## config.mk

```make
export PLATFORM = sky130hd
export DESIGN_NAME = sequence_blinker
export DESIGN_NICKNAME = d
export VERILOG_FILES = /design/src/rtl/simon_pkg.sv /design/src/rtl/tick_timer.sv /design/src/rtl/sequence_blinker.sv
export SDC_FILE = /design/constraint.sdc
export NUM_CORES = 1
export LEC_CHECK = 0
export ABC_CLOCK_PERIOD_IN_PS = 5960
export BUFFER_PORTS_ARGS = -buffer_cell sky130_fd_sc_hd__buf_4
export CAP_MARGIN = 5
export CORE_MARGIN = 4
export CORE_UTILIZATION = 55
export DETAILED_ROUTE_END_ITERATION = 6
export PLACE_DENSITY = 0.86
export SETUP_SLACK_MARGIN = 0.15
export SKIP_LAST_GASP = 1
export SYNTH_ARGS = -nofsm -noshare
export SYNTH_HDL_FRONTEND = slang
export SYNTH_SLANG_ARGS = --single-unit
export TNS_END_PERCENT = 1
```

## constraint.sdc

```tcl
create_clock -name clk -period 5.96 [get_ports clk]
set_input_delay 0.298 -clock clk [delete_from_list [all_inputs] [get_ports clk]]
set_output_delay 0.298 -clock clk [all_outputs]
set_load 0.03 [all_outputs]
```

## src/rtl/simon_pkg.sv

```systemverilog
// ---------------------------------------------------------------------------
// simon_pkg
//   Shared constants and types for the Simon game blocks.
//   - MAX_LEVEL / LEVEL_W : highest playable level and width of level/address
//   - colour_t            : colour index stored in the sequence RAM
//   - blink_state_t       : playback states of sequence_blinker
//   - timer_width()       : counter width able to hold max(a,b)-1
//   - colour_onehot()     : colour index to one-hot LED drive
// ---------------------------------------------------------------------------
package simon_pkg;

    localparam int MAX_LEVEL = 10;
    localparam int LEVEL_W   = 4;

    typedef enum logic [1:0] {
        RED,
        GREEN,
        BLUE,
        YELLOW
    } colour_t;

    typedef enum logic [2:0] {
        IDLE,
        FETCH,
        WAIT,
        ON,
        OFF,
        DONE
    } blink_state_t;

    // Bits needed for a down-counter that starts at max(a,b)-1; never below 1.
    function automatic int unsigned timer_width(input int unsigned a,
                                                input int unsigned b);
        int unsigned m;
        m = (a > b) ? a : b;
        return (m > 1) ? $clog2(m) : 1;
    endfunction

    function automatic logic [3:0] colour_onehot(input colour_t c);
        return 4'b0001 << c;
    endfunction

endpackage

```

## src/rtl/tick_timer.sv

```systemverilog
// ---------------------------------------------------------------------------
// tick_timer
//   Loadable down-counter with a zero flag. Load has priority over decrement.
//   Ports:
//     clk        in   clock, rising edge
//     reset      in   synchronous, active-low; clears the count
//     load       in   load load_value this cycle
//     load_value in   WIDTH-bit value to load
//     dec        in   decrement this cycle (ignored while load=1)
//     zero       out  count is zero (registered state only)
// ---------------------------------------------------------------------------
module tick_timer #(
    parameter int unsigned WIDTH = 24
) (
    input  logic             clk,
    input  logic             reset,
    input  logic             load,
    input  logic [WIDTH-1:0] load_value,
    input  logic             dec,
    output logic             zero
);

    logic [WIDTH-1:0] count;

    always_ff @(posedge clk) begin
        if (!reset) begin
            count <= '0;
        end else if (load) begin
            count <= load_value;
        end else if (dec) begin
            count <= count - WIDTH'(1);
        end
    end

    assign zero = (count == '0);

endmodule

```

## src/rtl/sequence_blinker.sv

```systemverilog
// ---------------------------------------------------------------------------
// sequence_blinker
//   Simon playback engine. On the game FSM's on_blinker request it reads the
//   stored colour sequence (entries 0..level-1) from the sequence RAM and
//   flashes one LED per entry: ON_CYCLES lit, then OFF_CYCLES dark. After the
//   last entry it raises blinker_done until on_blinker drops.
//   Ports:
//     clk           in   clock, rising edge
//     reset         in   synchronous, active-low
//     on_blinker    in   start/hold request, held for the whole playback
//     level         in   entries to play, sampled at start, clamped to MAX_LEVEL
//     mem_addr      out  sequence RAM read address
//     mem_rd        out  sequence RAM read strobe
//     mem_data      in   colour index, valid one cycle after mem_rd
//     leds          out  one-hot LED drive, 0 = dark
//     blinker_done  out  playback complete
//   All outputs are decoded from registered state only.
// ---------------------------------------------------------------------------
module sequence_blinker #(
    parameter int unsigned ON_CYCLES  = 12_500_000,
    parameter int unsigned OFF_CYCLES = 6_250_000,
    parameter int unsigned MAX_LEVEL  = simon_pkg::MAX_LEVEL,
    parameter int unsigned LEVEL_W    = simon_pkg::LEVEL_W
) (
    input  logic               clk,
    input  logic               reset,
    input  logic               on_blinker,
    input  logic [LEVEL_W-1:0] level,
    output logic [LEVEL_W-1:0] mem_addr,
    output logic               mem_rd,
    input  logic [1:0]         mem_data,
    output logic [3:0]         leds,
    output logic               blinker_done
);

    import simon_pkg::*;

    localparam int unsigned        TW       = timer_width(ON_CYCLES, OFF_CYCLES);
    localparam logic [TW-1:0]      ON_LOAD  = TW'(ON_CYCLES - 1);
    localparam logic [TW-1:0]      OFF_LOAD = TW'(OFF_CYCLES - 1);
    localparam logic [LEVEL_W-1:0] MAX_LVL  = LEVEL_W'(MAX_LEVEL);

    blink_state_t       state;
    blink_state_t       state_next;

    logic [LEVEL_W-1:0] idx;
    logic [LEVEL_W-1:0] lvl;
    colour_t            colour;

    logic [LEVEL_W-1:0] lvl_start;
    logic               last_entry;

    logic               timer_load;
    logic               timer_dec;
    logic [TW-1:0]      timer_value;
    logic               timer_zero;

    // Level presented at start, clamped to the highest playable level.
    assign lvl_start  = (level > MAX_LVL) ? MAX_LVL : level;

    // Only evaluated in OFF, where lvl is at least 1.
    assign last_entry = (idx == (lvl - LEVEL_W'(1)));

    // One timer serves both the lit and dark phases: WAIT arms it with the lit
    // length, and the cycle ON expires it is re-armed with the dark length.
    tick_timer #(
        .WIDTH (TW)
    ) u_tick_timer (
        .clk        (clk),
        .reset      (reset),
        .load       (timer_load),
        .load_value (timer_value),
        .dec        (timer_dec),
        .zero       (timer_zero)
    );

    // ---------------------------------------------------------------- state reg
    always_ff @(posedge clk) begin
        if (!reset) begin
            state <= IDLE;
        end else begin
            state <= state_next;
        end
    end

    // ---------------------------------------------------------------- datapath
    always_ff @(posedge clk) begin
        if (!reset) begin
            idx    <= '0;
            lvl    <= '0;
            colour <= RED;
        end else begin
            unique case (state)
                IDLE: begin
                    if (on_blinker) begin
                        lvl <= lvl_start;
                        idx <= '0;
                    end
                end
                WAIT: begin
                    colour <= colour_t'(mem_data);
                end
                OFF: begin
                    if (on_blinker && timer_zero && !last_entry) begin
                        idx <= idx + LEVEL_W'(1);
                    end
                end
                default: begin
                end
            endcase
        end
    end

    // ---------------------------------------------------------------- next state
    always_comb begin
        state_next = state;
        unique case (state)
            IDLE: begin
                if (on_blinker) begin
                    state_next = (lvl_start == '0) ? DONE : FETCH;
                end
            end
            FETCH: begin
                state_next = on_blinker ? WAIT : IDLE;
            end
            WAIT: begin
                state_next = on_blinker ? ON : IDLE;
            end
            ON: begin
                if (!on_blinker) begin
                    state_next = IDLE;
                end else if (timer_zero) begin
                    state_next = OFF;
                end
            end
            OFF: begin
                if (!on_blinker) begin
                    state_next = IDLE;
                end else if (timer_zero) begin
                    state_next = last_entry ? DONE : FETCH;
                end
            end
            DONE: begin
                if (!on_blinker) begin
                    state_next = IDLE;
                end
            end
            default: begin
                state_next = IDLE;
            end
        endcase
    end

    // ---------------------------------------------------------------- timer control
    always_comb begin
        timer_load  = 1'b0;
        timer_dec   = 1'b0;
        timer_value = ON_LOAD;
        unique case (state)
            WAIT: begin
                timer_load  = 1'b1;
                timer_value = ON_LOAD;
            end
            ON: begin
                if (timer_zero) begin
                    timer_load  = 1'b1;
                    timer_value = OFF_LOAD;
                end else begin
                    timer_dec = 1'b1;
                end
            end
            OFF: begin
                timer_dec = !timer_zero;
            end
            default: begin
            end
        endcase
    end

    // ---------------------------------------------------------------- outputs
    always_comb begin
        leds         = '0;
        mem_rd       = 1'b0;
        mem_addr     = '0;
        blinker_done = 1'b0;
        unique case (state)
            FETCH: begin
                mem_rd   = 1'b1;
                mem_addr = idx;
            end
            ON: begin
                leds = colour_onehot(colour);
            end
            DONE: begin
                blinker_done = 1'b1;
            end
            default: begin
            end
        endcase
    end

endmodule
```

Yosys cells after proc, flatten, opt, wreduce, memory -nomap -nowiden
Index checks and enable logic that the tools add are counted.
- $add $sub $neg: 3
- $lt $le $gt $ge: 1
- eq/ne operators: 11
- shifts and indexed selects: 1
- mux-type cells: 27
- reductions and logical operators: 12
- operators with widths (cell ; number):
    $mux W24 ; 4
    $logic_not A24 Y1 ; 1
    $mux W3 ; 8
    $sub A24 B1 Y24 const B ; 1
    $mux W4 ; 5
    $pmux W3 S6 ; 1
    $pmux W4 S2 ; 1
    $eq A3 B2 Y1 const B ; 2
    $eq A3 B3 Y1 const B ; 2
    $ne A2 B2 Y1 const B ; 3
    $ne A3 B3 Y1 const B ; 2
    $add A4 B1 Y4 const B ; 1
    $eq A4 B4 Y1 ; 1
    $gt A4 B4 Y1 const B ; 1
    $logic_not A4 Y1 ; 1
    $mux W1 ; 4
    $mux W2 ; 2
    $pmux W1 S2 ; 2
    $reduce_and A4 Y1 ; 1
    $reduce_bool A2 Y1 ; 2
    $shl A1 B2 Y4 const A ; 1
    $sub A4 B1 Y4 const B ; 1
    $eq A3 B1 Y1 const B ; 1
    $logic_not A3 Y1 ; 1
    other kinds (4) ; 6
- register bits after elaboration: 37
- input port bits: 9
- output and inout port bits: 10
- word-level logic and storage cells: 60

Depth between registers and ports, before layout
- depth after elaboration: 6
- mapped depth: 8
- gate-level depth less buffers: 7

Hierarchy
Synthesis repeated with hierarchy kept, for this count alone.
- cells, all modules: 284
- area, all modules: 2242.2 um^2
- by module, submodules not included (module ; times used ; cells each ; area each (um^2) ; seq. area each (um^2)):
    tick_timer ; 1 ; 169 ; 1395.1 ; 480.5
    sequence_blinker ; 1 ; 115 ; 847.1 ; 260.2

Least setup slack after synthesis
OpenSTA, ideal clock, no wires.
- path type: register -> output
- start point: register state[0]
- end point: output port mem_addr[0]
- arrival time: 2088 ps
- data required time: 5662 ps
- path slack: 3574 ps
- cell stages (with the launch flop): 5
- path buffers: 2
- cells stage by stage: dfxtp_1 > clkbuf_1 > clkbuf_1 > nor3b_1 > and2_1
- cells in the longest elaborated chain, start to end: 2
- ends and longest elaborated chain (element ; line ; RTL):
    start: declaration ; sequence_blinker.sv:43 ; blink_state_t state;
    start signal: assignment ; sequence_blinker.sv:82 ; state <= state_next;
    $eq A3 B1 Y1 ; sequence_blinker.sv:186 ; unique case (state)
    $mux W4 ; sequence_blinker.sv:186 ;
    end: declaration ; sequence_blinker.sv:29 ; output logic [LEVEL_W-1:0] mem_addr,
Every way passes these cells.

Worst setup path after layout
- start point: register state[2]
- end point: register u_tick_timer.count[14]
- cells in the longest elaborated chain, start to end: 3
- elaborated cells on any way between the ends: 8
- those cells by class: eq/ne (3); mux (4); reduce/logical (1)
- ends and longest elaborated chain (element ; line ; RTL):
    $eq A3 B2 Y1 / $eq A3 B3 Y1 (equally long branches) ; sequence_blinker.sv:159 ; unique case (state)
    $pmux W1 S2 / $mux W24 (equally long branches) ; sequence_blinker.sv:159 ;
    $mux W24 / $reduce_bool A2 Y1 (equally long branches) ; - ;
    end signal: assignment ; tick_timer.sv:29 ; count <= load_value;
    end signal: assignment ; tick_timer.sv:31 ; count <= count - WIDTH'(1);
    end: declaration ; tick_timer.sv:23 ; logic [WIDTH-1:0] count;
Several ways; a longest one is shown, not always the timed one.
A chain may end at the register's enable or synchronous reset.

==> impl_metrics.yaml <==
drt:
  vias_per_cell: 6.55
  drc: 0
  wl_per_cell_um: 17.1
  drt-pass1-iter-count: 5
  antenna_left: 0
  drt_iter0_drc: 253
  num_vias: 2285
  routed_wl_um: 5980
synthesis:
  synthFlopType: "dfxtp_1"
  ys_async_sr_fraction_pct: 0
  synth_fp_nets: 303
  netlist_area_sq_mm: 0.00231
  ys_seq_area_share_pct: 32.1
  synth_edf_count: 0
  synth_cells: 290
  ys_warn_count: 0
  synth.distinct_cells: 57
  synth_seq_cells: 37
  syn_avg_cell_area_sq_um: 7.97
clock_network:
  cts_inserted_buffers: 5
  post-cts-setup-buffer-count: 0
  cts_tree: "built"
  clock_latency_ns: 0.30
  cts_hold_buffers: 0
  cts-root-buf: "clkbuf_8"
  clockBufferDepth: 2
  clock_sinks: 37
  cts.clk_slew.worst_paths_ns: 0.08
  cts.repair.resized: 0
  cts.htree.levels: 2
finish:
  drive_above_1_share_pct: 11.7
  instances_no_fill: 349
  syn_to_final_growth_pct: 11.2
  fin_nets: 311
  fin_util_pct: 63.8
  nFillCells: 363
  n_antenna_cell: 0
  fin_area_sq_mm: 0.00257
placed_design:
  post_dp_cell_area_sq_mm: 0.00244
  port_buffers: 18
  place_congestion: 0.886
  placed_cells: 341
  place_hpwl_um: 4130
  dp_slack_ns: 3.41
critical_path:
  slowest_delay_ns: 0.67
  critPathKind: "flip-flop to flip-flop"
  cp.arrival_ns: 2.76
  startpoint: "state[2]$_SDFFE_PN0P_"
  critPathTopFamily: "compound AO/OA/AOI/OAI gates"
  path_max_fanout: 17
  crit_required_ns: 6.16
  r2r-start: "state[2]$_SDFFE_PN0P_"
  worst-path-buf-inv: 0
  worstSetupStartpointType: "flip-flop"
  worst_path_max_delay_cell: "a21oi_1"
  end_kind: "flip-flop"
  crit_chain: "nor3b_1, nor2_1, a21oi_1, o21ai_0, a32o_1"
global_routing:
  grt_max_degree: 22
  track_usage_pct: 23.3
  grt_pass1_vias: 2111
  grt_pass1_wl_um: 9780
  gr-total-overflow: 0
  antenna_found_initial: 0
power:
  p_seq_share_pct: 31.1
  p_sw_mw: 0.404
  pwr-share-clk_pct: 26.7
  intPower_mw: 0.575
  irDropWorstVdd_mv: 0.228
  switching_share_pct: 41.2
  p_comb_share_pct: 42.2
  pwr_density_cell_mw_per_mm2: 381
  p_leak_nw: 0.920
  finalPower_mw: 0.979
sta:
  slew_headroom_pct: 37.2
  final-setup-viol-count: 0
  finalCritPeriodShare_pct: 42.9
  worst_pin_slew_ns: 0.942
  tns_ns: 0
  clock.fmax_mhz: 391
  skew_ns: 0.0110
  maxSlewViolCount: 0
  whs_ns: 0.237
  fin_ws_ns: 3.40
  hold_viol_final: 0
  rsz0062_at_grt: "false"
  period_needed_ns: 2.56
floorplan:
  die_area_sq_mm: 0.00530
  fp.dieH_um: 72.8
  boundaryPins: 19
  core_area_sq_mm: 0.00403
  rows: 23
  initial_utilization_pct: 57.4
  dieWidth_um: 72.8
worst_hold_path:
  hp-class: "input pin to flip-flop"
  hp-start: "mem_data[1]"
outcome:
  outcome: "complete, no violations"
run:
  cap_violations: 0
## path summary, 6_finish.rpt
path                                                            end  slack (ns)  cells past startpoint
worst max-delay path            u_tick_timer.count[14]$_SDFFE_PN0P_        3.40                      5
worst min-delay path                         colour[1]$_SDFFE_PN0N_        0.24                      3
worst max register to register  u_tick_timer.count[14]$_SDFFE_PN0P_        3.40                      5
worst min register to register                  lvl[2]$_SDFFE_PN0P_        0.48                      2
## worst reg2reg max path: stages, from the launching register on
cell and delay [ns]:
dfxtp_1 0.58, nor3b_1 0.50, nor2_1 0.23, a21oi_1 0.67, o21ai_0 0.19, a32o_1 0.29
## synthesized netlist by cell type (3+ instances only)
library cell  count  area (sq um)
a211oi_1          4          30.0
a21oi_1          22           110
a311oi_1          3          26.3
a31oi_1           9          56.3
and2_1            7          43.8
and3_1            3          18.8
and4_1            5          43.8
clkbuf_1         15          56.3
dfxtp_1          37           741
ha_1              4          50.1
inv_1             9          33.8
nand2_1          24          90.1
nand2b_1          4          25.0
nand3_1           7          35.0
nand4_1           5          31.3
nor2_1           14          52.6
nor3_1           13          65.1
nor3b_1           5          37.5
nor4_1            5          31.3
o21a_1            3          22.5
o21ai_0          20           100
o31ai_1           5          37.5
o41ai_1           5          43.8
or3_1             6          37.5
or4_1             7          52.6
xnor2_1           6          52.6
xor2_1            5          43.8
## sequential cells by signal (all words and copies together) (netlist names)
register,count
colour,2
idx,4
lvl,4
state,3
u_tick_timer.count,24
## cell families after synthesis
family,after synthesis,share of synthesized area [%]
flip-flops,37,32.1
AO/OA/AOI/OAI,89,25.5
buffers and inverters,26,4.60
AND/OR/NAND/NOR,122,31.1
adder cells (fa/ha/maj),4,2.17
multiplexers,1,0.433
XOR/XNOR,11,4.17
## per-layer routing
layer	share of wire, %	GRT usage [%]	wire (um)
met1	44	30.8	2620
met2	46	37.0	2730
met3	8.2	4.82	493
met4	2.3	9.63	136
met5	0	0	0
## cell type report
type                            count  area, sq um  share of cell area, %
Tap cell                           50         62.6                   2.43
Clock inverter                      3         65.1                   2.53
Timing Repair Buffer               18          135                   5.26
Inverter                            9         33.8                   1.31
Sequential cell                    37          741                   28.8
Multi-Input combinational cell    227         1460                   57.0
Clock buffer                        5         68.8                   2.68
## cells in the final DEF, fill, tap and decap left out, drive strengths merged, types with 5 or more instances in the layout
cell type  synthesis  final
a21oi             22     22
a31oi              9      9
and2               7      7
and4               5      5
buf                2     18
clkbuf            15      5
dfxtp             37     37
inv                9      9
nand2             24     24
nand3              7      7
nand4              5      5
nor2              14     14
nor3              14     14
nor3b              5      5
nor4               7      7
o21ai             21     21
o31ai              5      5
o41ai              5      5
or3                7      7
or4                8      8
xnor2              6      6
xor2               5      5
## power by group through the flow
stage,sequential (mW),combinational [mW],clock [mW]
floorplan,0.296,0.324,0
global placement,0.307,0.388,0
detailed placement,0.308,0.394,0
CTS,0.303,0.400,0.266
global route,0.309,0.447,0.273
finish,0.304,0.414,0.261
(Power assumes the default switching activity.)
